`src/rtl/mem_bus_arbiter.sv`:
```
// -----------------------------------------------------------------------------
// mem_bus_arbiter
//
// Shares one memory port between an instruction-fetch port (i_*) and a data
// port (d_*). Only one access is in flight at a time. Data normally has
// priority. An instruction request that keeps losing is served once the
// starve counter reaches STARVE_MAX. An access that the memory does not
// acknowledge (m_ack_n stays high) is aborted after TIMEOUT cycles, and the
// requesting port then gets an err pulse.
//
// Parameters
//   STARVE_MAX  : data grants allowed while an instruction request waits
//   TIMEOUT     : ack-wait cycles before an access is aborted (must be >= 1)
//   IFETCH_SIZE : m_size code driven for instruction fetches
//
// Ports
//   clk, rst                          : clock, synchronous active-high reset
//   i_req, i_addr                     : instruction fetch request
//   i_rdata, i_ack, i_err             : fetched word, done pulse, timeout pulse
//   d_req, d_write, d_size,
//   d_addr, d_wdata                   : data access request
//   d_rdata, d_ack, d_err             : load data, done pulse, timeout pulse
//   m_req, m_write, m_size,
//   m_addr, m_wdata                   : shared memory request (registered)
//   m_rdata, m_ack_n                  : memory read data, active-low ack
// -----------------------------------------------------------------------------
module mem_bus_arbiter #(
    parameter int         STARVE_MAX  = 4,
    parameter int         TIMEOUT     = 15,
    parameter logic [1:0] IFETCH_SIZE = 2'b00
) (
    input  logic        clk,
    input  logic        rst,
    input  logic        i_req,
    input  logic [31:0] i_addr,
    output logic [31:0] i_rdata,
    output logic        i_ack,
    output logic        i_err,
    input  logic        d_req,
    input  logic        d_write,
    input  logic [1:0]  d_size,
    input  logic [31:0] d_addr,
    input  logic [31:0] d_wdata,
    output logic [31:0] d_rdata,
    output logic        d_ack,
    output logic        d_err,
    output logic        m_req,
    output logic        m_write,
    output logic [1:0]  m_size,
    output logic [31:0] m_addr,
    output logic [31:0] m_wdata,
    input  logic [31:0] m_rdata,
    input  logic        m_ack_n
);

    typedef enum logic [1:0] {IDLE, I_ACC, D_ACC} state_t;

    localparam int SW = $clog2(STARVE_MAX + 1);
    localparam int TW = $clog2(TIMEOUT + 1);

    state_t          state;
    logic [SW-1:0]   starve;
    logic [TW-1:0]   tcnt;

    logic starve_full;
    logic i_ok;
    logic d_ok;
    logic d_wins;
    logic grant_d;
    logic grant_i;

    // Arbitration uses the raw requests. A port that is still showing ack/err
    // this cycle may not be granted. If that port is the arbitration winner,
    // the arbiter waits one cycle instead of handing the bus to the loser.
    // This keeps the D/I ratio exact when both requesters hold req high
    // through their acks.
    assign starve_full = (starve == SW'(STARVE_MAX));
    assign i_ok        = i_req && !i_ack && !i_err;
    assign d_ok        = d_req && !d_ack && !d_err;
    assign d_wins      = d_req && !(i_req && starve_full);
    assign grant_d     = d_wins && d_ok;
    assign grant_i     = !d_wins && i_ok;

    always_ff @(posedge clk) begin
        if (rst) begin
            state   <= IDLE;
            starve  <= '0;
            tcnt    <= '0;
            m_req   <= 1'b0;
            m_write <= 1'b0;
            m_size  <= 2'b00;
            m_addr  <= '0;
            m_wdata <= '0;
            i_rdata <= '0;
            d_rdata <= '0;
            i_ack   <= 1'b0;
            i_err   <= 1'b0;
            d_ack   <= 1'b0;
            d_err   <= 1'b0;
        end else begin
            // NOTE: state is updated with non-blocking assignments, so every
            // branch below reads the values from before this edge. The
            // pulse outputs default low here and are raised only on the
            // cycle they fire.
            i_ack <= 1'b0;
            i_err <= 1'b0;
            d_ack <= 1'b0;
            d_err <= 1'b0;

            case (state)
                IDLE: begin
                    if (grant_d) begin
                        state   <= D_ACC;
                        m_req   <= 1'b1;
                        m_addr  <= d_addr;
                        m_size  <= d_size;
                        m_write <= d_write;
                        m_wdata <= d_write ? d_wdata : '0;
                        tcnt    <= '0;
                        if (i_req && !starve_full)
                            starve <= starve + 1'b1;
                    end else if (grant_i) begin
                        state   <= I_ACC;
                        m_req   <= 1'b1;
                        m_addr  <= i_addr;
                        m_size  <= IFETCH_SIZE;
                        m_write <= 1'b0;
                        m_wdata <= '0;
                        tcnt    <= '0;
                        starve  <= '0;
                    end
                end

                I_ACC, D_ACC: begin
                    if (!m_ack_n) begin
                        // An ack on the timeout edge still counts as an ack.
                        state <= IDLE;
                        m_req <= 1'b0;
                        if (state == I_ACC) begin
                            i_rdata <= m_rdata;
                            i_ack   <= 1'b1;
                        end else begin
                            if (!m_write)
                                d_rdata <= m_rdata;
                            d_ack <= 1'b1;
                        end
                    end else if (tcnt == TW'(TIMEOUT - 1)) begin
                        // This edge would take the count to TIMEOUT, so abort.
                        state <= IDLE;
                        m_req <= 1'b0;
                        if (state == I_ACC)
                            i_err <= 1'b1;
                        else
                            d_err <= 1'b1;
                    end else begin
                        tcnt <= tcnt + 1'b1;
                    end
                end

                default: begin
                    state <= IDLE;
                    m_req <= 1'b0;
                end
            endcase
        end
    end

endmodule

```
`config.mk`:
```
export PLATFORM = sky130hd
export DESIGN_NAME = mem_bus_arbiter
export DESIGN_NICKNAME = d
export VERILOG_FILES = /design/src/rtl/mem_bus_arbiter.sv
export SDC_FILE = /design/constraint.sdc
export NUM_CORES = 1
export LEC_CHECK = 0
export ABC_AREA = 1
export CAP_MARGIN = 30
export CORE_ASPECT_RATIO = 1.5
export CORE_MARGIN = 1.5
export CORE_UTILIZATION = 29
export CTS_CLUSTER_SIZE = 12
export DETAILED_ROUTE_END_ITERATION = 10
export SETUP_SLACK_MARGIN = 0.5
export SYNTH_ARGS = -nofsm -noshare
export SYNTH_HDL_FRONTEND = slang
export SYNTH_SLANG_ARGS = --single-unit
```
`constraint.sdc`:
```
create_clock -name clk -period 2.75 [get_ports clk]
set_input_delay 0.55 -clock clk [delete_from_list [all_inputs] [get_ports clk]]
set_output_delay 0.55 -clock clk [all_outputs]
set_load 0.005 [all_outputs]
```
**Word level (Yosys, flattened, before mapping)**

Cells that the tools add are included.

- Bits in registers: 145
- Input port bits: 136
- Output and inout bits: 136
- Word-level logic and storage cells: 87

- Add/subtract/negate cells: 2
- Equal/unequal tests: 9
- Multiplexer cells: 29
- Bitwise gates (word level): 5
- Reduce and logical (&&, ||, !) cells: 28

Operator list:

| kind | number |
|---|---|
| two-way mux 32 bit | 5 |
| two-way mux 4 bit | 4 |
| two-way mux 2 bit | 6 |
| logical AND 1 bit | 9 |
| two-way mux 3 bit | 3 |
| two-way mux 1 bit | 8 |
| one-hot mux 4 bit (2 select lines) | 1 |
| AND reduction 4 bit | 2 |
| zero test 1 bit | 7 |
| != test 3 bit (second input constant) | 2 |
| AND reduction 3 bit | 2 |
| NOT 1 bit | 5 |
| adder 4 x 1 -> 4 bit (second input constant) | 1 |
| equality test 4 bit (second input constant) | 1 |
| != test 2 bit (second input constant) | 2 |
| one-hot mux 2 bit (2 select lines) | 1 |
| AND reduction 2 bit | 2 |
| nonzero test 2 bit | 2 |
| OR reduction 4 bit | 1 |
| adder 3 x 1 -> 3 bit (second input constant) | 1 |
| equality test 3 bit (second input constant) | 1 |
| OR reduction 3 bit | 1 |
| equality test 2 x 1 -> 1 bit (second input constant) | 1 |
| equality test 2 bit (second input constant) | 1 |
| other kinds (4) | 4 |

**Longest topological paths before layout**

- Word-level depth: 9
- Depth in mapped cells: 11
- Gate-level depth less buffers: 10

**Worst setup path before layout**

Ideal clock, no wire load.

- Kind: reg2reg
- Start point: register starve[0]
- End point: register m_addr[1]
- Setup time: 115 ps
- Data arrival time: 1368 ps
- Data required time: 2635 ps
- Path slack: 1267 ps
- Stages on the path, launching flop included: 11
- Buffers on the path: 2
- Period minus slack after synthesis: 1483 ps
- Cell sequence: dfxtp_1 inv_1 ha_1 nand3_2 nand3_4 buf_6 buf_6 nand2_1 o21ai_0 o21ai_1 nor2_1

- Word-level cells in the longest chain between the ends: 8
- Elaborated cells between the ends (all ways): 10
- Classes of those cells: eq/ne (1); mux (1); reduce/logical (8)

RTL lines:

| item | line | text |
|---|---|---|
| start: declaration | 62 | `logic [SW-1:0] starve;` |
| start signal: assignment | 121 | `starve <= starve + 1'b1;` |
| equality test 3 bit * | 77 | `assign starve_full = (starve == SW'(STARVE_MAX));` |
| logical AND 1 bit * | 80 | `assign d_wins = d_req && !(i_req && starve_full);` |
| zero test 1 bit * | 80 |  |
| logical AND 1 bit * | 80 |  |
| zero test 1 bit | 82 | `assign grant_i = !d_wins && i_ok;` |
| logical AND 1 bit | 82 |  |
| nonzero test 2 bit (no source line) | -- |  |
| AND reduction 2 bit (no source line) | -- |  |
| end signal: assignment | 115 | `m_addr <= d_addr;` |
| end signal: assignment | 125 | `m_addr <= i_addr;` |
| end: declaration | 50 | `output logic [31:0] m_addr,` |

Every way passes the cells marked *; elsewhere a longest branch is shown, timed or not.
A chain may end at the register's enable or synchronous reset.

**Final worst setup path**

- Start point: register starve[0]
- End point: register starve[0]

- Word-level cells in the longest chain between the ends: 8
- Elaborated cells between the ends (all ways): 15
- Classes of those cells: add/sub (1); eq/ne (2); mux (2); reduce/logical (10)

RTL lines:

| item | line |
|---|---|
| equality test 3 bit | 77 |
| logical AND 1 bit | 80 |
| zero test 1 bit | 80 |
| logical AND 1 bit | 80 |
| zero test 1 bit | 82 |
| logical AND 1 bit | 82 |
| nonzero test 2 bit (no source line) | -- |
| AND reduction 3 bit (no source line) | -- |

Parallel ways exist; a longest one is shown, timed or not. The select of a mux whose other input is x is not followed.

==> run_results.csv <==
group,metric,value,unit
status,status,"finished clean",
synthesis,synth.most_common_cell,"nor2_1",
sta,maxSlewViolCount,0,
critical_path,critPathSlowestCell,"buf_4",
route,met3_length,1100,microns
global_route,grt_pass1_vias,5638,
synthesis,yosysTopAreaCellShare,0.494,
cells_and_area,syn2layout_area_growth,59.7,%
flow_run,cap_violations,0,
sta,relSlewSlack,0.633,
critical_path,worstReg2RegEnd,"starve[0]",
critical_path,path_buf_inv,2,
cells_and_area,drive_above_1_share,0.0580,
min_path,hold_depth,2,
min_path,hp-class,"flop to flop",
floorplanning,initial_core_util,0.297,
synthesis,synth_commonest_cells,"nor2_1, dfxtp_1, o21ai_0",
route,vias,5894,
cts,clockBufferDepth,2,
cells_and_area,final_core_util,0.474,
synthesis,synth.distinct_cells,27,
cts,post_cts_buffers,0,
route,drtAntennaViolNets,0,
pwr,p_total,6.38,mW
cts,clk_pin_slew_worst_paths,0.06,ns
synthesis,yosysSeqAreaShare,0.494,
route,drt-total-wl,19300,microns
floorplanning,die_h,177,microns
route,wl_per_cell,14.7,microns
critical_path,critPathCaptureType,"flop",
cells_and_area,nets,1181,
sta,tns,0,ns
floorplanning,dieArea,21100,sq um
cts,htree_num_levels,4,
synthesis,synth.avg_cell_area,7.43,sq um
global_route,grt_max_degree,59,
route,drt-met1-wl,7520,microns
critical_path,cp-start-kind,"flop",
route,met2_length,10300,microns
synthesis,synth_edf_count,0,
min_path,hold_path.startpoint,"m_wdata[30]",
cts,cts_buffers,17,
synthesis,synth_nets,932,
pwr,p_leak,3.72,nW
cts,clk_latency,0.42,ns
floorplanning,pin_count,272,
critical_path,arrival,2.28,ns
floorplanning,coreArea,19800,sq um
floorplanning,fp-row-count,63,
sta,skew,0.0106,ns
synthesis,syn-instance-count,790,
sta,setup_viol_count_final,0,
min_path,hold_end,"m_wdata[30]",
global_route,grt_overflow_total,0,
floorplanning,die_w,119,microns
sta,whs,0.461,ns
placement,io_buffers,271,
sta,hold_viol,0,
pwr,peakVddDrop,0.000309,V
synthesis,ys.flop_type,"dfxtp_1",
critical_path,critical_path_class,"flop to flop",
sta,fin_crit_sh,0.718,
critical_path,rr_worst_depth,9,
route,drt_iter0_markers,242,
route,via_per_inst,4.49,
critical_path,path_cells,"inv_1, ha_1, nand3_2, nand3_4, nand2_4, buf_4, nand3_2, o21bai_1, nor2_1",
cts,cts_tree,"built",
critical_path,cp_num_cells,9,
critical_path,cp_common_cell,"nand3_2",
synthesis,ys.warnings.count,0,
critical_path,crit_family,"simple AND/OR/NAND/NOR gates",
critical_path,worstPathRequired,3.06,ns
sta,rsz0062_at_grt,"false",
sta,finalCriticalPeriod,1.97,ns
cts,cts.repair.resized,0,
cts,cts.sinks,145,
sta,max_freq,0.507,GHz
cts,clockRootBuffer,"clkbuf_16",
pwr,cellPowerDensity,681,nW/um^2
global_route,grt_use_total,0.177,
global_route,grt_pass1_wl,29400,microns
critical_path,rrSetupSlack,0.78,ns
synthesis,synth_top_cell_by_area,"dfxtp_1",
placement,dpl.hpwl,13600,microns
route,drt_pre_antenna_iters,4,
synthesis,ys_async_sr_fraction,0,
critical_path,cp_max_fo,37,
synthesis,ys_seq_elements,145,
synthesis,synthTopCellsByArea,"dfxtp_1, nor2_1, o21ai_0, a21oi_1, nand2_1",
cells_and_area,nFillCells,1957,
route,maxUsedRoutingLayer,"met4",
placement,gp_congestion,0.776,
global_route,antenna_found_initial,1,
critical_path,r2r-start,"starve[0]",
cts,ctsHoldBuffers,0,
route,drc,0,
sta,tightest_slew,0.551,ns
critical_path,cpPeakStageDelay,0.37,ns
synthesis,syn-cell-area,5870,sq um
## logic make-up (layout without fill, tap and decap cells)
family	after synthesis	count (layout)	share of synthesized area
AND/OR/NAND/NOR	325	325	0.231
adder cells (fa/ha/maj)	6	6	0.0128
buffers and inverters	108	370	0.0844
AO/OA/AOI/OAI	206	206	0.178
flip-flops	145	145	0.494
other	0	1	0
## layer usage
| layer | up-vias | GRT usage |
|---|---|---|
| met1 | 2641 | 0.187 |
| li1 | 3062 | - |
| met4 | 0 | 0.0648 |
| met3 | 17 | 0.0496 |
| met5 | - | 0 |
| met2 | 174 | 0.333 |
## layout make-up
type	instances	area [sq um]	share of cell area
Antenna cell	1	2.50	0.000267
Clock buffer	21	470	0.0502
Clock inverter	11	153	0.0163
Inverter	52	195	0.0208
Multi-Input combinational cell	537	2480	0.264
Sequential cell	145	2900	0.310
Tap cell	260	325	0.0347
Timing Repair Buffer	286	2850	0.304
## tightest hold or removal path, delay by kind of cell (launching register included)
family,cells,cell delay (ns)
compound gates,1,0.05
flops,1,0.31
simple gates,1,0.06
## power by group
group          internal (mW)  switching (mW)  total [mW]
clock network           1.51           0.924        2.43
registers               2.34           0.130        2.47
logic                  0.775           0.710        1.48
total                   4.62            1.76        6.38
## per-stage QoR
stage / cell area [sq um] / setup slack [ns] / instances
2_1_floorplan: 5870 / 1.27 / 790
3_3_place_gp: 8750 / 0.395 / 1280
3_5_place_dp: 8750 / 0.367 / 1280
4_1_cts: 9370 / 0.757 / 1312
5_1_grt: 9380 / 0.627 / 1313
6_report: 9380 / 0.776 / 1313
## registers in the layout, summed over array words and instances (netlist names)
register and count:
state 2, m_wdata 32, m_write 1, i_rdata 32, tcnt 4, d_err 1
m_addr 32, starve 3, m_size 2, i_err 1, m_req 1, d_ack 1
i_ack 1, d_rdata 32
## worst max path at each step
| stage | slack [ns] | start | to |
|---|---|---|---|
| final | 0.78 | starve[0] | starve[0] |
| after global routing | 0.63 | starve[0] | starve[1] |
| after CTS | 0.76 | starve[0] | starve[0] |
| after detailed placement | 0.37 | d_req | starve[1] |
| after global placement | 0.40 | d_req | starve[1] |
| after floorplan | 1.27 | starve[0] | m_addr[1] |
## placed cells by master (no fill, tap or decap), drive strengths merged
| cell | Yosys | layout |
|---|---|---|
| o21ai | 130 | 130 |
| nand4 | 5 | 5 |
| clkinv | 1 | 3 |
| clkinvlp | 0 | 3 |
| nor3 | 2 | 2 |
| inv | 51 | 54 |
| clkdlybuf4s50 | 0 | 271 |
| nand3 | 42 | 42 |
| diode | 0 | 1 |
| ha | 6 | 6 |
| nand3b | 1 | 1 |
| clkbuf | 31 | 21 |
| nor2 | 184 | 184 |
| dfxtp | 145 | 145 |
| nand2 | 91 | 91 |
| bufinv | 0 | 3 |
| o21bai | 5 | 5 |
| buf | 25 | 15 |
| a21oi | 71 | 71 |
Note: power is estimated with default switching activity, not from simulation.
